--- src/rtl/mem_access_unit.sv ---
// rtl/mem_access_unit.sv - CPU load/store to byte-select word RAM access unit with straddle split
module mem_access_unit #(
   parameter int WORDS_LOG2 = 5
) (
   input  logic                  clk,
   input  logic                  rst_n,
   input  logic                  req_valid,
   output logic                  req_ready,
   input  logic                  req_we,
   input  logic [1:0]            req_size,
   input  logic                  req_signed,
   input  logic [WORDS_LOG2+1:0] req_addr,
   input  logic [31:0]           req_wdata,
   output logic                  resp_valid,
   output logic [31:0]           resp_rdata,
   output logic [WORDS_LOG2-1:0] ram_addr,
   output logic [31:0]           ram_din,
   output logic                  ram_we,
   output logic [3:0]            ram_sel,
   input  logic [31:0]           ram_dout
);

   localparam int AW = WORDS_LOG2 + 2;

   typedef enum logic [1:0] {IDLE, ACC0, ACC1, RESP} state_t;

   state_t      state;
   logic        l_we;
   logic [1:0]  l_size;
   logic        l_signed;
   logic [1:0]  l_off;
   logic [3:0]  l_sel_hi;
   logic [31:0] l_din_hi;
   logic [31:0] buf0;
   logic [31:0] buf1;
   logic [31:0] rdata_q;

   // Two-word lane mask: low nibble is word w, high nibble is word w+1.
   function automatic logic [7:0] lane_mask(input logic [1:0] size, input logic [1:0] off);
      logic [7:0] base;
      case (size)
         2'b00:   base = 8'h01;
         2'b01:   base = 8'h03;
         default: base = 8'h0F;
      endcase
      return base << off;
   endfunction

   // Store data masked to the access width and shifted onto its byte lanes.
   function automatic logic [63:0] lane_data(input logic [1:0] size, input logic [1:0] off,
                                             input logic [31:0] wdata);
      logic [31:0] m;
      case (size)
         2'b00:   m = {24'b0, wdata[7:0]};
         2'b01:   m = {16'b0, wdata[15:0]};
         default: m = wdata;
      endcase
      return {32'b0, m} << {off, 3'b000};
   endfunction

   // Pull the addressed bytes out of the word pair and extend them to 32 bits.
   function automatic logic [31:0] load_extend(input logic [1:0] size, input logic sgn,
                                               input logic [1:0] off, input logic [63:0] pair);
      logic [31:0] sh;
      logic [31:0] r;
      sh = 32'(pair >> {off, 3'b000});
      case (size)
         2'b00:   r = {{24{sgn & sh[7]}}, sh[7:0]};
         2'b01:   r = {{16{sgn & sh[15]}}, sh[15:0]};
         default: r = sh;
      endcase
      return r;
   endfunction

   logic [7:0]  req_mask;
   logic [63:0] req_lanes;

   // Lane mask and aligned data for the incoming request, registered on acceptance.
   always_comb begin
      req_mask  = lane_mask(req_size, req_addr[1:0]);
      req_lanes = lane_data(req_size, req_addr[1:0], req_wdata);
   end

   // The extended load value is live during RESP and then held until the next load.
   assign resp_rdata = (state == RESP && !l_we) ? load_extend(l_size, l_signed, l_off, {buf1, buf0})
                                                : rdata_q;

   // Access sequencer: RAM-facing outputs are registered so each state drives them cleanly.
   always_ff @(posedge clk or negedge rst_n) begin
      if (!rst_n) begin
         state      <= IDLE;
         req_ready  <= 1'b1;
         resp_valid <= 1'b0;
         ram_addr   <= '0;
         ram_din    <= '0;
         ram_we     <= 1'b0;
         ram_sel    <= '0;
         l_we       <= 1'b0;
         l_size     <= '0;
         l_signed   <= 1'b0;
         l_off      <= '0;
         l_sel_hi   <= '0;
         l_din_hi   <= '0;
         buf0       <= '0;
         buf1       <= '0;
         rdata_q    <= '0;
      end else begin
         case (state)
            IDLE: begin
               resp_valid <= 1'b0;
               if (req_valid) begin
                  l_we      <= req_we;
                  l_size    <= req_size;
                  l_signed  <= req_signed;
                  l_off     <= req_addr[1:0];
                  l_sel_hi  <= req_mask[7:4];
                  l_din_hi  <= req_lanes[63:32];
                  buf1      <= '0;
                  ram_addr  <= req_addr[AW-1:2];
                  ram_sel   <= req_mask[3:0];
                  ram_din   <= req_lanes[31:0];
                  ram_we    <= req_we;
                  req_ready <= 1'b0;
                  state     <= ACC0;
               end
            end
            ACC0: begin
               if (!l_we) buf0 <= ram_dout;
               if (|l_sel_hi) begin
                  // Second word wraps naturally at the top of the RAM.
                  ram_addr <= ram_addr + 1'b1;
                  ram_sel  <= l_sel_hi;
                  ram_din  <= l_din_hi;
                  state    <= ACC1;
               end else begin
                  ram_sel    <= '0;
                  ram_we     <= 1'b0;
                  resp_valid <= 1'b1;
                  state      <= RESP;
               end
            end
            ACC1: begin
               if (!l_we) buf1 <= ram_dout;
               ram_sel    <= '0;
               ram_we     <= 1'b0;
               resp_valid <= 1'b1;
               state      <= RESP;
            end
            default: begin
               if (!l_we) rdata_q <= load_extend(l_size, l_signed, l_off, {buf1, buf0});
               resp_valid <= 1'b0;
               req_ready  <= 1'b1;
               state      <= IDLE;
            end
         endcase
      end
   end

endmodule

--- config.mk ---
export PLATFORM = sky130hd
export DESIGN_NAME = mem_access_unit
export DESIGN_NICKNAME = d
export VERILOG_FILES = /design/src/rtl/mem_access_unit.sv
export SDC_FILE = /design/constraint.sdc
export NUM_CORES = 1
export LEC_CHECK = 0
export CORE_UTILIZATION = 35
export DETAILED_ROUTE_END_ITERATION = 6
export MAX_ROUTING_LAYER = met4
export PLACE_DENSITY = 0.55
export SKIP_LAST_GASP = 1
export SYNTH_ARGS = -nofsm -noshare
export SYNTH_HDL_FRONTEND = slang
export SYNTH_SLANG_ARGS = --single-unit
export TNS_END_PERCENT = 100
--- constraint.sdc ---
create_clock -name clk -period 2.7 [get_ports clk]
set_input_delay 0.27 -clock clk [delete_from_list [all_inputs] [get_ports clk]]
set_output_delay 0.27 -clock clk [all_outputs]
set_load 0.02 [all_outputs]
==> summary by stage <==
Status
The run finished with clean final reports.

Cells and area
Leaving out filler cells and counting taps, the final layout contains between 1000 and 1500. The final core utilization is between 40 and 50%. The relative area change from synthesis to final layout is 30.3%.

The net total in the final layout is around 1100. In the final layout, the multi-input gates occupy between 4000 and 5000 um2. The filler cells instantiated in the layout total roughly 2200.

The layout cell share with drive strength beyond 1 is between 15 and 20%. The register area is approximately 4200 um2.

Clock network
TritonCTS built the clock tree. The total CTS buffers is 17. The clock tree root driver cell is sky130_fd_sc_hd__clkbuf_16. The tree built by TritonCTS fans out to about 170 sinks. The register clock-pin slew on the reported worst setup and hold paths is approximately 0.08 ns. In this run the number of H-tree levels came out at 4. The maximum number of buffers from clock root to sink is 2.

The clock latency on the worst-skew pair is ~0.44 ns.

Yosys
The top-area cell type share of the netlist area is between 40% and 50%. The number of warnings reported in the yosys synthesis log is 0. In the synthesized netlist, the cells that appear most often are sky130_fd_sc_hd__dfrtp_1, sky130_fd_sc_hd__nand2_1, sky130_fd_sc_hd__o21ai_0, sky130_fd_sc_hd__mux2_2, sky130_fd_sc_hd__a21oi_1. The proportion of synthesized flip-flops having asynchronous set or reset is 100%. By area the synthesized netlist is led by sky130_fd_sc_hd__dfrtp_1, sky130_fd_sc_hd__mux2_2, sky130_fd_sc_hd__nand2_1. Counting every net in the synthesized netlist gives 969. The average instance area after synthesis is between 9 and 10 um2. The proportion of synthesized chip area in sequential cells is between 40% and 50%.

In the post-synthesis netlist, the cell with the most instances is sky130_fd_sc_hd__dfrtp_1. The synthesized design contains 0 enable-type register cells. Among all flip-flop cells after synthesis, the most frequent one is sky130_fd_sc_hd__dfrtp_1. The synthesized netlist occupies a cell area of about 8600 um2.

The gate count of the mapped netlist is 886. The flip-flop and latch count after synthesis is 167. The cell type contributing the most total cell area after synthesis is sky130_fd_sc_hd__dfrtp_1.

Yosys mapped the design onto between 40 and 50 distinct sky130hd cell types.

Timing
Setup violations remaining at the end of the flow were counted as 0. The transition at the pin with the smallest max-transition slack is around 0.81 ns. Setup repair after global routing could not meet its margin everywhere. In this run the tightest slew margin relative to its limit is 45.8%.

The final-report hold violation count is 0. On the final layout, the worst clock skew is 0.0146 ns. The worst hold-check slack is 0.381 ns. Based on the critical path, the design can be clocked at up to between 0.3 and 0.4 GHz. In the post-route analysis, the smallest setup slack over all paths is 0.0498 ns. The number of slew-limit violations in the final report was 0. The final critical path takes up 98.2% of the cycle. Subtracting the final worst setup slack from the clock period gives 2.65 ns.

Pwr
In this run the power density over the cells is 1240 nW/um2. The total power is 13.9 mW. The switching fraction of total power is between 40% and 50%. Cell internal power was estimated by the tool at 7.85 mW. The reported net switching power is between 6 and 7 mW. The clock group share of total power is roughly 18%. The leakage power figure is 4.89 nW. The worst-case IR drop observed on VDD is approximately 600 uV. The portion of total power attributed to sequential cells is just over 30%. Combinational logic burns about half of the power.

Routing
The post-detailed-route DRC marker count is 0. The number of nets with antenna violations after detailed routing is 0. The total vias in the final route is between 7000 and 8000. The first routing iteration left about 580 violations. The routed via count divided by cell count is between 5 and 6. After detailed routing, the total wire length is between 20000 and 30000 um. The count of TritonRoute iterations in the first routing pass is 5.

After detailed routing, the average wire length per cell comes to 19.2 um.

Floorplanning
The count of pins on the block boundary is about 150. The number of standard-cell rows in the floorplan is between 50 and 60. The placeable core region is around 24000 um2. From bottom edge to top edge, the die measures about 160 um.

The initial utilization of the core area, before any placement, comes to a little over a third. The die footprint is 25100 um2. The die is 158 um wide.

Placement
Detailed placement finished with a half-perimeter wire length of about 18000 um. The number of port buffers is 153. The routability-driven placement congestion ratio is 0.861. In this run, placement finished with an instance count of between 1000 and 1500. At the placement stage, the worst setup path has a slack of between 0.01 and 0.015 ns.

Critical path
For this run, the slowest stage of the critical path takes about 0.56 ns. The critical path in this run is classified as flop to primary output. The data arrival time of the critical path is roughly 2.4 ns. The cell with the biggest individual delay on the critical path is sky130_fd_sc_hd__mux4_1.

The kind of end point of the critical path is a primary output. The critical path goes through mux4_1, mux2_4, nand4b_4, buf_12, o211ai_1, dlygate4sd2_1. Data on the critical path is required at its endpoint by 2.43 ns. The maximum net fanout on the critical path is 9. The type of element launching the critical path is a flop.

Job
The count of max-cap constraint violations is 0.

GRT
Global routing consumed, over all layers together, between 20% and 30% of the routing resources. The final global-route overflow total is 0. The number of global-route vias before repair came to ~6700. The wire length of the first global-routing pass is between 40000 and 50000 um. Entering global routing, the biggest net connects 65 pins.

The number of antenna violations at the first check in global routing came to 2.

Worst hold path
The worst min-delay path category is input pin to async pin.
[per-layer routing]
metal	global-route usage, %	part of all wire, %	vias up
met2	29.0	42	222
met1	34.3	52	3494
met4	6.09	1.2	0
met5	-	0	-
li1	-	-	3456
met3	4.22	5.2	20
[critical path, delay by kind of cell (launching register included)]
kind | cells | cell delay (ns)
and+or+nand+nor | 1 | 0.12
muxes | 2 | 0.85
DFF | 1 | 0.42
AOI/OAI and AO/OA | 1 | 0.09
buffers and inverters | 2 | 0.47
[layout by cell type (no fill, tap or decap), types with 15 or more instances in the layout]
cell / synthesis / layout
sky130_fd_sc_hd__nand3b_1: 16 / 16
sky130_fd_sc_hd__mux2_2: 57 / 57
sky130_fd_sc_hd__nand3_1: 27 / 27
sky130_fd_sc_hd__clkbuf_16: 0 / 17
sky130_fd_sc_hd__dfrtp_1: 166 / 164
sky130_fd_sc_hd__a21oi_1: 54 / 51
sky130_fd_sc_hd__clkdlybuf4s50_1: 0 / 123
sky130_fd_sc_hd__nor2_1: 51 / 51
sky130_fd_sc_hd__o211ai_1: 42 / 42
sky130_fd_sc_hd__buf_4: 2 / 32
sky130_fd_sc_hd__o21ai_1: 22 / 22
sky130_fd_sc_hd__clkbuf_2: 1 / 15
sky130_fd_sc_hd__a22o_1: 24 / 24
sky130_fd_sc_hd__mux2i_1: 27 / 25
sky130_fd_sc_hd__o21ai_0: 70 / 70
sky130_fd_sc_hd__nand2_1: 163 / 162
[power by group through the flow]
stage	Combinational, mW	Sequential, mW	Clock, mW
global placement	7.18	4.29	0
global route	7.79	4.40	2.64
CTS	7.16	4.26	2.52
detailed placement	7.22	4.30	0
floorplan	4.12	4.44	0
finish	7.13	4.26	2.47
[state kept, by name, summed over array words and instances (netlist names), 2 cells and up]
name	flops
state	2
buf0	32
l_sel_hi	3
l_off	2
l_din_hi	24
ram_sel	4
l_size	2
ram_addr	5
rdata_q	32
buf1	24
ram_din	32
[cell type report]
class	instances	share of cell area [%]
flip-flops and latches	167	37.5
multi-input cells	641	36.5
well taps	319	3.57
clock buffers	18	3.93
repair buffers	196	17.0
inverters	5	0.168
diodes	2	0.0448
clock inverters	14	1.36
[through the flow]
step / setup TNS (ns) / instance area [um2]
5_1_grt: -0.0776 / 11200
2_1_floorplan: 0 / 8570
3_5_place_dp: 0 / 10600
6_report: 0 / 11200
3_3_place_gp: 0 / 10600
4_1_cts: -0.00173 / 11200
[path summary, 6_finish.rpt]
path,from,to,slack (ns),cells past startpoint
max,l_size[0]$_DFFE_PN0P_,resp_rdata[19],0.05,6
min in group clk,ram_dout[21],buf1[21]$_DFFE_PN0P_,0.40,3
max in group asynchronous,rst_n,req_ready$_DFFE_PN1P_,1.48,3
min,rst_n,ram_din[6]$_DFFE_PN0P_,0.38,2
min reg2reg,buf1[19]$_DFFE_PN0P_,buf1[19]$_DFFE_PN0P_,0.47,2
max reg2reg,l_size[0]$_DFFE_PN0P_,rdata_q[16]$_DFFE_PN0P_,0.60,7
[cells by family (layout without fill, tap and decap cells)]
| group | count (synthesis) | count (layout) | share of synthesized area, % |
|---|---|---|---|
| compound gates | 260 | 260 | 19.3 |
| fa+ha+maj | 5 | 5 | 0.730 |
| mux | 94 | 94 | 12.5 |
| simple gates | 282 | 282 | 14.6 |
| flops | 167 | 167 | 48.8 |
| buf+inv | 78 | 233 | 4.15 |
| other cells | 0 | 2 | 0 |
[what timing repair did]
item	in CTS	in global routing
hold buffers	1	0
setup endpoints to repair	31	23
pin swaps	1	1
buffers inserted	1	3
endpoints found under the hold margin	59	0
resized for setup	32	39
Power figures use the tool's default switching activity.
==> variant (config.mk and constraints unchanged) <==
Re-encode `state_t` (4 states) as one-hot, 4 bits wide.
--- a/src/rtl/mem_access_unit.sv
+++ b/src/rtl/mem_access_unit.sv
@@ -23,5 +23,5 @@
    localparam int AW = WORDS_LOG2 + 2;
 
-   typedef enum logic [1:0] {IDLE, ACC0, ACC1, RESP} state_t;
+   typedef enum logic [3:0] {IDLE = 4'b0001, ACC0 = 4'b0010, ACC1 = 4'b0100, RESP = 4'b1000} state_t;
 
    state_t      state;
Check against the original RTL: no difference found for any inputs over 4 cycles, from zero or initial values and one cycle with rst_n low; so few cycles prove little.
==> variant against the original RTL <==
  * Clock skew fell by 0.0016 ns
  * Combinational power fell by 8.1%
  * Wire length rose by 0.70%
  * Via count fell by 2.0%
  * Synthesized area rose by 1.7%
  * Total power fell by 1.8%
  * Maximum frequency barely moved
  * Sequential cell count rose by 2
  * Final area rose by 3.0%
  * Setup slack got worse by 0.0012 ns
  * Critical path type unchanged
  * Critical endpoint is now resp_rdata[25]
  * Largest power group unchanged
==> variant: results (changes against the original RTL) <==
status finished clean (unchanged); Distinct cells, synth 60 (was 47); worst r2r path cells 4 (was 7); final wirelength 26,300 µm (was 26,100 µm); post-place setup slack 0.152 ns (was 0.0142 ns); Slew @ Worst Pin 1.12 ns (was 0.811 ns); area post-placement 0.0107 mm² (was 0.0106 mm²); sequential share of power 31.9% (was 30.7%); Peak VDD IR 0.000481 V (was 0.000603 V); Fill cells 2,292 (was 2,232); Post-synth top cells 167 x dfrtp_1, 91 x mux2_2, 74 x nand2_1 (was 166 x dfrtp_1, 163 x nand2_1, 70 x o21ai_0); CP max-delay cell dfrtp_2 (was mux4_1); Hold Path Class in -> reg (was in -> async); vias per inst 5.44 (was 5.28); clock share of power 20.0% (was 17.8%); LEAKAGE 4.89 nW (about the same); layout cells sized above 1 21.6% (was 16.8%); diode count 0 (was 2); first-pass GRT wire length 41,300 µm (was 40,400 µm); Sw Pwr 5.24 mW (was 6.02 mW); initial antenna violation count 0 (was 2); Core Util, Final 47.1% (was 47.0%); share of the yosys chip area belonging to registers 48.5% (was 48.8%); starting DRC count in detailed routing 493 (was 575); vias in the first global route 7,072 (was 6,686); CP Max Fanout 16 (was 9); syn_nets 895 (was 969); GPL Wtd Cong 0.821 (was 0.861); Yosys warnings 0 (unchanged); GRT Total Usage 21.4% (was 22.3%); cell family with most CP delay buffers and inverters (was multiplexers); post-DR wirelength/cell 20.3 µm (was 19.2 µm); Placed Cells 1,255 (was 1,323); Tot Pwr 13.6 mW (was 13.9 mW); slowest cell delay on critical path 0.47 ns (was 0.56 ns); synth top area cells dfrtp_1 48%, mux2_2 12%, a22o_1 4.8% (was dfrtp_1 48%, mux2_2 7.5%, nand2_1 7.1%); clk_skew 0.0130 ns (was 0.0146 ns); DP HPWL 17,900 µm (was 18,400 µm); Achievable Freq 377 MHz (about the same); Synth Instances 816 (was 886); Final #Nets 1,039 (was 1,111); largest net degree at the start of global routing 75 (was 65)
[variant: cell count changes after synthesis, sizes merged, moves of 20 or more]
cell    delta
a22o      +24
mux2      +34
a21oi     -32
o21ai     -41
a31oi     +36
nand2     -89
o211ai    -42
nor2      +20
[variant: final timing paths]
path | start | endpoint | slack (ns)
hold / removal | req_signed | l_signed | 0.41
setup reg to reg | state[0] | ram_din[1] | 0.38
max in group asynchronous | rst_n | l_off[0] | 1.50
setup / recovery | l_off[0] | resp_rdata[25] | 0.05
min in group asynchronous | rst_n | buf0[27] | 0.44
hold reg to reg | l_din_hi[14] | l_din_hi[14] | 0.48
[variant: repair_timing]
| action | CTS | global route |
|---|---|---|
| hold buffers | 1 | 0 |
| setup buffers | 3 | 3 |
| endpoints found under the hold margin | 70 | 0 |
| pin swaps | 0 | 1 |
| gates cloned | 1 | 2 |
| gates resized for setup | 39 | 21 |
| setup endpoints to repair | 32 | 20 |
[variant: logic make-up (layout without fill, tap and decap cells)]
family	Yosys count	after routing	synth area share, %
DFF	169	169	48.5
buffers and inverters	82	239	4.69
xor gates and xnor gates	2	2	0.201
adders and majority gates	1	1	0.143
and+or+nand+nor	200	200	10.3
muxes	126	126	17.0
AOI/OAI and AO/OA	236	236	19.1
[variant: per-layer routing]
metal  vias to the layer above  wire, µm  track usage [%]  share of wire, %
li1                       3299         -                -                 -
met1                      3521     12000             29.2                46
met2                       207     12600             33.4                48
met3                        23      1290             3.56               4.9
met4                         0       410             4.94               1.6
met5                         -         0                -                 0
[variant: area by class of cell]
class                   instances  share of cell area, %
repair buffers                196                   17.5
clock buffers                  21                   3.92
flip-flops and latches        169                   36.8
multi-input cells             565                   36.2
inverters                      11                  0.359
clock inverters                11                   1.70
well taps                     324                   3.53
